`config.mk`:
```
export PLATFORM = sky130hd
export DESIGN_NAME = usb_tx
export DESIGN_NICKNAME = d
export VERILOG_FILES = /design/src/rtl/usb_tx_pkg.sv /design/src/rtl/usb_bit_timer.sv /design/src/rtl/usb_tx.sv
export SDC_FILE = /design/constraint.sdc
export NUM_CORES = 1
export LEC_CHECK = 0
export CAP_MARGIN = 20
export CORE_MARGIN = 2
export CORE_UTILIZATION = 60
export DETAILED_ROUTE_END_ITERATION = 10
export GPL_ROUTABILITY_DRIVEN = 0
export MAX_ROUTING_LAYER = met4
export PLACE_DENSITY = 0.81
export SLEW_MARGIN = 10
export SYNTH_ARGS = -nofsm -noshare
export SYNTH_HDL_FRONTEND = slang
export SYNTH_SLANG_ARGS = --single-unit
```
`constraint.sdc`:
```
create_clock -name clk -period 5.2 [get_ports clk]
set_input_delay 1.04 -clock clk [delete_from_list [all_inputs] [get_ports clk]]
set_output_delay 1.04 -clock clk [all_outputs]
set_load 0.1 [all_outputs]
```
`src/rtl/usb_tx_pkg.sv`:
```
// Shared types for the full-speed USB transmit path:
// line states, FSM states, SYNC pattern and stuff limit.
package usb_tx_pkg;

  typedef enum logic [1:0] {
    LINE_SE0 = 2'd0,
    LINE_J   = 2'd1,
    LINE_K   = 2'd2
  } line_t;

  typedef enum logic [1:0] {
    ST_IDLE,
    ST_SYNC,
    ST_DATA,
    ST_EOP
  } tx_state_t;

  localparam logic [7:0] SYNC_PATTERN = 8'h80;
  localparam logic [2:0] STUFF_LIMIT  = 3'd6;

  function automatic line_t nrzi(
    input line_t cur,
    input logic  b
  );
    if (b) return cur;
    return (cur == LINE_J) ? LINE_K : LINE_J;
  endfunction

  // {dp, dn}; low speed swaps J and K
  function automatic logic [1:0] line_drive(
    input line_t l,
    input logic  ls
  );
    logic [1:0] d;
    d = 2'b00;
    case (l)
      LINE_J:  d = ls ? 2'b01 : 2'b10;
      LINE_K:  d = ls ? 2'b10 : 2'b01;
      default: d = 2'b00;
    endcase
    return d;
  endfunction

endpackage

```
`src/rtl/usb_bit_timer.sv`:
```
// Bit-time strobe: counts clocks within one USB bit
// while the transmitter is busy, held at zero otherwise.
module usb_bit_timer #(
  parameter int CLKS_PER_BIT = 4
) (
  input  logic clk,
  input  logic reset_n,
  input  logic en,
  output logic bit_end
);

  localparam int CW = $clog2(CLKS_PER_BIT);
  localparam logic [CW-1:0] LAST = CW'(CLKS_PER_BIT - 1);

  logic [CW-1:0] cnt;

  always_ff @(posedge clk or negedge reset_n) begin
    if (!reset_n) begin
      cnt <= '0;
    end else if (!en || cnt == LAST) begin
      cnt <= '0;
    end else begin
      cnt <= cnt + 1'b1;
    end
  end

  assign bit_end = en && (cnt == LAST);

endmodule

```
`src/rtl/usb_tx.sv`:
```
// USB transmit serializer: SYNC, LSB-first shift,
// bit stuffing, NRZI and EOP onto registered D+/D-.
module usb_tx
  import usb_tx_pkg::*;
#(
  parameter int CLKS_PER_BIT = 4,
  parameter bit LOW_SPEED    = 1'b0
) (
  input  logic       clk,
  input  logic       reset_n,
  input  logic       tx_valid,
  input  logic [7:0] tx_data,
  output logic       tx_ready,
  output logic       tx_active,
  output logic       usb_dp,
  output logic       usb_dn,
  output logic       usb_oe
);

  tx_state_t  state, state_n;
  logic [7:0] shreg, shreg_n;
  logic [2:0] bit_idx, idx_n;
  logic [2:0] ones, ones_n;
  line_t      line, line_n;
  logic [1:0] eop_cnt, eop_n;
  logic       ready_n, active_n, oe_n;
  logic       send, nbit;
  logic       bit_end;

  usb_bit_timer #(
    .CLKS_PER_BIT(CLKS_PER_BIT)
  ) u_timer (
    .clk    (clk),
    .reset_n(reset_n),
    .en     (state != ST_IDLE),
    .bit_end(bit_end)
  );

  always_ff @(posedge clk or negedge reset_n) begin
    if (!reset_n) begin
      state     <= ST_IDLE;
      shreg     <= '0;
      bit_idx   <= '0;
      ones      <= '0;
      line      <= LINE_J;
      eop_cnt   <= '0;
      tx_ready  <= 1'b0;
      tx_active <= 1'b0;
      usb_oe    <= 1'b0;
      {usb_dp, usb_dn} <= line_drive(LINE_J, LOW_SPEED);
    end else begin
      state     <= state_n;
      shreg     <= shreg_n;
      bit_idx   <= idx_n;
      ones      <= ones_n;
      line      <= line_n;
      eop_cnt   <= eop_n;
      tx_ready  <= ready_n;
      tx_active <= active_n;
      usb_oe    <= oe_n;
      {usb_dp, usb_dn} <= line_drive(line_n, LOW_SPEED);
    end
  end

  always_comb begin
    state_n  = state;
    shreg_n  = shreg;
    idx_n    = bit_idx;
    ones_n   = ones;
    line_n   = line;
    eop_n    = eop_cnt;
    ready_n  = 1'b0;
    active_n = tx_active;
    oe_n     = usb_oe;
    send     = 1'b0;
    nbit     = 1'b0;
    unique case (state)
      ST_IDLE: begin
        line_n   = LINE_J;
        active_n = 1'b0;
        oe_n     = 1'b0;
        if (tx_valid) begin
          state_n  = ST_SYNC;
          shreg_n  = SYNC_PATTERN;
          idx_n    = '0;
          ones_n   = '0;
          send     = 1'b1;
          nbit     = SYNC_PATTERN[0];
          active_n = 1'b1;
          oe_n     = 1'b1;
        end
      end
      ST_SYNC, ST_DATA: begin
        if (bit_end) begin
          // a pending stuff bit wins over the byte boundary
          if (ones == STUFF_LIMIT) begin
            line_n = nrzi(line, 1'b0);
            ones_n = '0;
          end else if (bit_idx != 3'd7) begin
            idx_n   = bit_idx + 3'd1;
            shreg_n = {1'b0, shreg[7:1]};
            send    = 1'b1;
            nbit    = shreg[1];
          end else if (tx_valid) begin
            state_n = ST_DATA;
            shreg_n = tx_data;
            idx_n   = '0;
            ready_n = 1'b1;
            send    = 1'b1;
            nbit    = tx_data[0];
          end else begin
            state_n = ST_EOP;
            line_n  = LINE_SE0;
            eop_n   = '0;
          end
        end
      end
      ST_EOP: begin
        if (bit_end) begin
          if (eop_cnt == 2'd2) begin
            state_n  = ST_IDLE;
            line_n   = LINE_J;
            eop_n    = '0;
            active_n = 1'b0;
            oe_n     = 1'b0;
          end else begin
            eop_n  = eop_cnt + 2'd1;
            line_n = (eop_cnt == 2'd1) ? LINE_J : LINE_SE0;
          end
        end
      end
      default: state_n = ST_IDLE;
    endcase
    if (send) begin
      line_n = nrzi(line_n, nbit);
      ones_n = nbit ? ones_n + 3'd1 : 3'd0;
    end
  end

endmodule
```
==> out/metrics.yaml, run 1 <==
status: "complete, no violations"
yosysTopAreaCell: "dfrtp_1"
holdPathEnd: "u_timer.cnt[0]$_DFF_PN0_"
grt_pass1_wl_microns: 4930
grt_use_total: 0.235
r2r_setup_slack_ps: 2630
rr_endpoint: "ones[1]$_DFF_PN0_"
setup-violations-final: 0
fp-row-count: 18
rsz0062_at_grt: "no"
worst-path-max-fanout: 1
internal_power_uw: 446
power.density_nw_per_um2: 477
nets: 195
critical_path.top_delay_family: "buffers and inverters"
cts.clk_slew.worst_paths_ps: 140
critPathCaptureType: "output pin"
drv_cap: 0
ys_top_cells_by_count: "23 x dfrtp_1, 16 x inv_1, 16 x o21ai_0"
synthTopCellsByArea: "dfrtp_1 37%, ha_1 7.3%, o21ai_0 5.2%"
wl_per_cell_microns: 14.9
drt_iter0_drc: 22
avgSynthCellArea_sq_um: 9.45
reg2reg_depth: 8
synth_top_area_frac: 0.372
yosysSeqAreaShare: 0.405
fillCellCount: 197
p_seq_frac: 0.343
grt_pass1_vias: 1149
finalHoldViolations: 0
critPathMaxStageDelay_ps: 1120
r2r-start: "state[0]$_DFFE_PN0P_"
area_delta_synth_final_pct: 11.6
antenna_found_initial: 0
relSlewSlack: 0.348
yosysUniqueCellTypes: 45
h-tree-depth: 1
cp-startpoint: "usb_dp$_DFF_PN1_"
tns_ps: 0
multi_input_area_sq_um: 795
vias: 1204
fp.dieH_microns: 54.8
hold_ws_ps: 454
via_per_inst: 5.90
ctsResizeCount: 0
critPathLaunchType: "register"
path_class: "register to output pin"
tightest_slew_ps: 976
diodes: 0
clk_path_buf_depth: 2
arrival_ps: 1990
wl_microns: 3040
drive_gt1_frac: 0.103
fmax_mhz: 330
insertion_delay_ps: 330
root_buffer: "clkbuf_4"
hp-class: "register to register"
finalNonFillerCells: 204
combPwrFrac: 0.544
synth_edf_count: 0
p_sw_uw: 379
syn-num-nets: 184
cts_sinks: 25
boundaryPins: 16
core_area_sq_um: 2450
ys_ff_latch: 25
final_max_slew_viol_count: 0
vdd_drop_max_v: 0.000476
sw_frac_of_total: 0.459
ys.flop_type: "dfrtp_1"
drc: 0
async_flop_share: 1.00
hold_depth: 1
overflow: 0
die_area_sq_um: 3000
finalCritPeriodShare: 0.583
yosysWarningCount: 0
dieWidth_microns: 54.8
cts_tree: "done"
post-route-min-period_ps: 3030
cts_setup_buffers: 0
skew_ps: 8.92
syn-instance-count: 164
clkPwrFrac: 0.113
cts_buffers: 3
required_ps: 4160
drtPass1Iterations: 4
synth_area_sq_um: 1550
crit_chain: "clkdlybuf4s50_1"
ant_nets: 0
cp_slowest_cell: "clkdlybuf4s50_1"
start_util: 0.631
ctsHoldBuffers: 0
dp_cells: 200
portBuffers: 15
crit_cells: 1
hp-start: "u_timer.cnt[0]$_DFF_PN0_"
p_leak_nw: 0.764
regArea_sq_um: 628
critPathBufInv: 1
grt_max_degree: 21
synth.most_common_cell: "dfrtp_1"
dp.final_hpwl_microns: 2250
-- cell families after synthesis --
family	count (synthesis)	synth area share
and+or+nand+nor	53	0.190
AOI/OAI and AO/OA	44	0.204
buffers and inverters	27	0.0816
DFF	25	0.405
adders and majority gates	9	0.0727
muxes	5	0.0404
xor gates and xnor gates	1	0.00566
-- power by group through the flow --
stage | Clock (mW) | Sequential, mW | Combinational, mW
2_1_floorplan | 0 | 0.353 | 0.296
3_3_place_gp | 0 | 0.285 | 0.436
3_5_place_dp | 0 | 0.288 | 0.447
4_1_cts | 0.0916 | 0.284 | 0.448
5_1_grt | 0.0983 | 0.289 | 0.488
6_report | 0.0933 | 0.283 | 0.449
-- sequential cells by signal (all words and copies together) (netlist names), 2 cells and up --
name and cells:
u_timer.cnt 2, state 2, ones 3, line 2, bit_idx 3, shreg 7, eop_cnt 2
-- metrics by stage --
step	power [mW]	util	setup WS, ps	cell area (sq um)
2_1_floorplan	0.649	-	2800	1550
3_3_place_gp	0.721	0.682	2330	1670
3_5_place_dp	0.735	0.693	2220	1700
4_1_cts	0.824	0.704	2160	1730
5_1_grt	0.876	0.704	2130	1730
6_report	0.825	0.704	2170	1730
-- layout make-up --
type,instances,share of cell area
inverter,17,0.0369
clock buffer,3,0.0130
multi-input combinational,112,0.459
tap,30,0.0217
timing repair buffer,16,0.103
clock inverter,1,0.00289
sequential,25,0.363
-- metal layers --
metal  wire (microns)  global-route usage  share of wire  up-vias
met1             1420               0.299           0.47      583
met4               40              0.0917          0.013        0
met5                0                   -              0        -
li1                 -                   -              -      592
met2             1460               0.377           0.48       23
met3              115              0.0328          0.038        6
-- cell usage in the layout (no fill, tap or decap), types with 2 or more instances in the layout --
cell type	n
dfrtp_1	23
inv_1	16
o21ai_0	16
clkdlybuf4s50_1	15
nand3_1	12
nand2_1	9
ha_1	9
a21oi_1	8
nor2b_1	7
nor2_1	7
nor3_1	4
nand2b_1	3
nand3b_1	3
a22o_1	3
clkbuf_4	3
and3_1	2
mux2_4	2
a2bb2oi_1	2
o31a_1	2
mux2_2	2
dfstp_2	2
-- worst max-delay path by stage --
stage                              endpoint  slack, ps
after floorplan                      usb_oe       2800
after detailed placement  ones[1]$_DFF_PN0_       2220
after global placement    ones[1]$_DFF_PN0_       2330
after global routing                 usb_dp       2130
final                                usb_dp       2170
after CTS                            usb_dp       2160
Power figures use the tool's default switching activity.
==> inputs of run 2 (changes only) <==
--- a/config.mk
+++ b/config.mk
@@ -7,11 +7,11 @@
 export LEC_CHECK = 0
 export CAP_MARGIN = 20
 export CORE_MARGIN = 2
-export CORE_UTILIZATION = 60
+export CORE_UTILIZATION = 56
 export DETAILED_ROUTE_END_ITERATION = 10
 export GPL_ROUTABILITY_DRIVEN = 0
 export MAX_ROUTING_LAYER = met4
-export PLACE_DENSITY = 0.81
+export PLACE_DENSITY = 0.76
 export SLEW_MARGIN = 10
 export SYNTH_ARGS = -nofsm -noshare
 export SYNTH_HDL_FRONTEND = slang
==> constraint.sdc (replaced) <==
create_clock -name clk -period 3 [get_ports clk]
set_input_delay 0.6 -clock clk [delete_from_list [all_inputs] [get_ports clk]]
set_output_delay 0.6 -clock clk [all_outputs]
set_load 0.1 [all_outputs]
==> out/metrics.yaml, run 2 (same netlist as run 1, synthesis figures left out) <==
status: "complete, no violations"
portBuffers: 15  # unchanged
arrival_ps: 2750  # +760 ps
drc: 0  # unchanged
boundaryPins: 16  # unchanged
grt_use_total: 0.215  # -0.0204
tightest_slew_ps: 575  # -401 ps
drv_cap: 0  # unchanged
drt_iter0_drc: 40  # +82%
critPathLaunchType: "register"
final_cell_mix: "23 x dfrtp_1, 16 x inv_1, 16 x o21ai_0"
die_area_sq_um: 3200  # +6.6%
core_area_sq_um: 2690  # +9.4%
overflow: 0  # unchanged
grt_use_met3: 0.0323  # -0.000529
r2r_setup_slack_ps: 470  # -2160 ps
area_delta_synth_final_pct: 10.0
vdd_drop_max_v: 0.000943  # +98%
clkPwrFrac: 0.105  # -0.008
hold_ws_ps: 440  # -13.6 ps
p_seq_frac: 0.347  # +0.004
post_dp_cell_area_sq_um: 1680  # -1.4%
grt_busiest_layer: "met2"
relSlewSlack: 0.617  # +0.269
sw_frac_of_total: 0.456  # -0.00312
fp.dieH_microns: 56.6  # +3.3%
required_ps: 3220  # -940 ps
fin_area_sq_um: 1700  # -1.4%
path_class: "register to register"
h-tree-depth: 1  # unchanged
antenna_found_initial: 0  # unchanged
layout_commonest_cell: "dfrtp_1"
wl_per_cell_microns: 14.4  # -3.4%
dp.final_hpwl_microns: 2260  # +0.65%
finalHoldViolations: 0  # unchanged
hp-class: "register to register"
tns_ps: 0  # unchanged
ctsHoldBuffers: 0  # unchanged
critPathMaxStageDelay_ps: 630  # -490 ps
cts_sinks: 25  # unchanged
drtPass1Iterations: 5  # +1
skew_ps: 7.97  # -0.951 ps
largest_reg_flops: 7  # unchanged
combPwrFrac: 0.548  # +0.004
cts_buffers: 3  # unchanged
grt_pass1_vias: 1204  # +4.8%
cts.clk_slew.worst_paths_ps: 130  # about the same
fmax_mhz: 395
p_sw_uw: 647  # +71%
insertion_delay_ps: 320  # about the same
internal_power_uw: 771  # +73%
crit_chain: "inv_1 -> ha_1 -> nand3b_2 -> o41ai_4 -> and2b_4 -> mux2_4"
wl_microns: 2970  # -2.5%
worst-path-max-fanout: 18  # +17
start_util: 0.577  # -0.0544
power.density_nw_per_um2: 832  # +74%
regMostFlops: "shreg"
ctsResizeCount: 0  # unchanged
rsz0062_at_grt: "no"
cts_setup_buffers: 0  # unchanged
dieWidth_microns: 56.6  # +3.3%
setup-violations-final: 0  # unchanged
grt_pass1_wl_microns: 5290  # +7.1%
finalCritPeriodShare: 0.843
final_core_util: 0.634  # -0.0700
diodes: 0  # unchanged
root_buffer: "clkbuf_4"
met2_usage: 0.355  # -0.0215
drive_gt1_frac: 0.131  # +0.0280
vias: 1183  # -1.7%
nets: 196  # +0.51%
fp-row-count: 19  # +1
reg.largest.list: "shreg x7, bit_idx x3, ones x3"
post-route-min-period_ps: 2530
via_per_inst: 5.74  # -2.7%
ant_nets: 0  # unchanged
finalNonFillerCells: 206  # +0.98%
grtUsageMet1: 0.270  # -0.0293
final_max_slew_viol_count: 0  # unchanged
clk_path_buf_depth: 2  # unchanged
critPathCaptureType: "register"
grt_max_degree: 26  # +24%
cp_slowest_cell: "ha_1"
cts_tree: "done"
dp_cells: 202  # +1.0%
p_leak_nw: 0.764  # about the same
## run 2: final timing paths
check                                      endpoint  depth (start not counted)                startpoint
max                               line[1]$_DFF_PN0_                          6      state[0]$_DFFE_PN0P_
min reg2reg                u_timer.cnt[0]$_DFF_PN0_                          1  u_timer.cnt[0]$_DFF_PN0_
min in group asynchronous    bit_idx[1]$_DFFE_PN0P_                          2                   reset_n
min                        u_timer.cnt[0]$_DFF_PN0_                          1  u_timer.cnt[0]$_DFF_PN0_
max in group asynchronous          usb_dp$_DFF_PN1_                          2                   reset_n
max reg2reg                       line[1]$_DFF_PN0_                          6      state[0]$_DFFE_PN0P_
## run 2: critical path: cells and delay by family, from the launching register on
| family | cells | cell delay, ps |
|---|---|---|
| fa+ha+maj | 1 | 630 |
| simple gates | 2 | 560 |
| compound gates | 1 | 510 |
| flops | 1 | 380 |
| mux | 1 | 300 |
| buf+inv | 1 | 60 |
## run 2: metrics by stage
step	setup WS, ps	power, mW
3_3_place_gp	458	1.25
2_1_floorplan	865	1.12
3_5_place_dp	403	1.28
5_1_grt	322	1.52
6_report	470	1.42
4_1_cts	489	1.43
## run 2: metal layers
| layer | up-vias | routed length (microns) |
|---|---|---|
| met5 | - | 0 |
| met4 | 0 | 46 |
| met3 | 6 | 88 |
| met2 | 21 | 1450 |
| met1 | 562 | 1380 |
| li1 | 594 | - |
## run 2: area by class of cell
| cell class | instances | area (sq um) |
|---|---|---|
| clock buffer | 4 | 26.3 |
| inverter | 17 | 63.8 |
| tap | 31 | 38.8 |
| timing repair buffer | 17 | 153 |
| sequential | 25 | 628 |
| multi-input combinational | 112 | 795 |
| fill | 227 | 982 |
## run 2: power by group through the flow
stage	clock network, mW	registers, mW	logic (mW)
floorplan	0	0.611	0.514
global placement	0	0.494	0.756
detailed placement	0	0.500	0.777
CTS	0.155	0.493	0.779
global route	0.165	0.503	0.848
finish	0.149	0.492	0.776
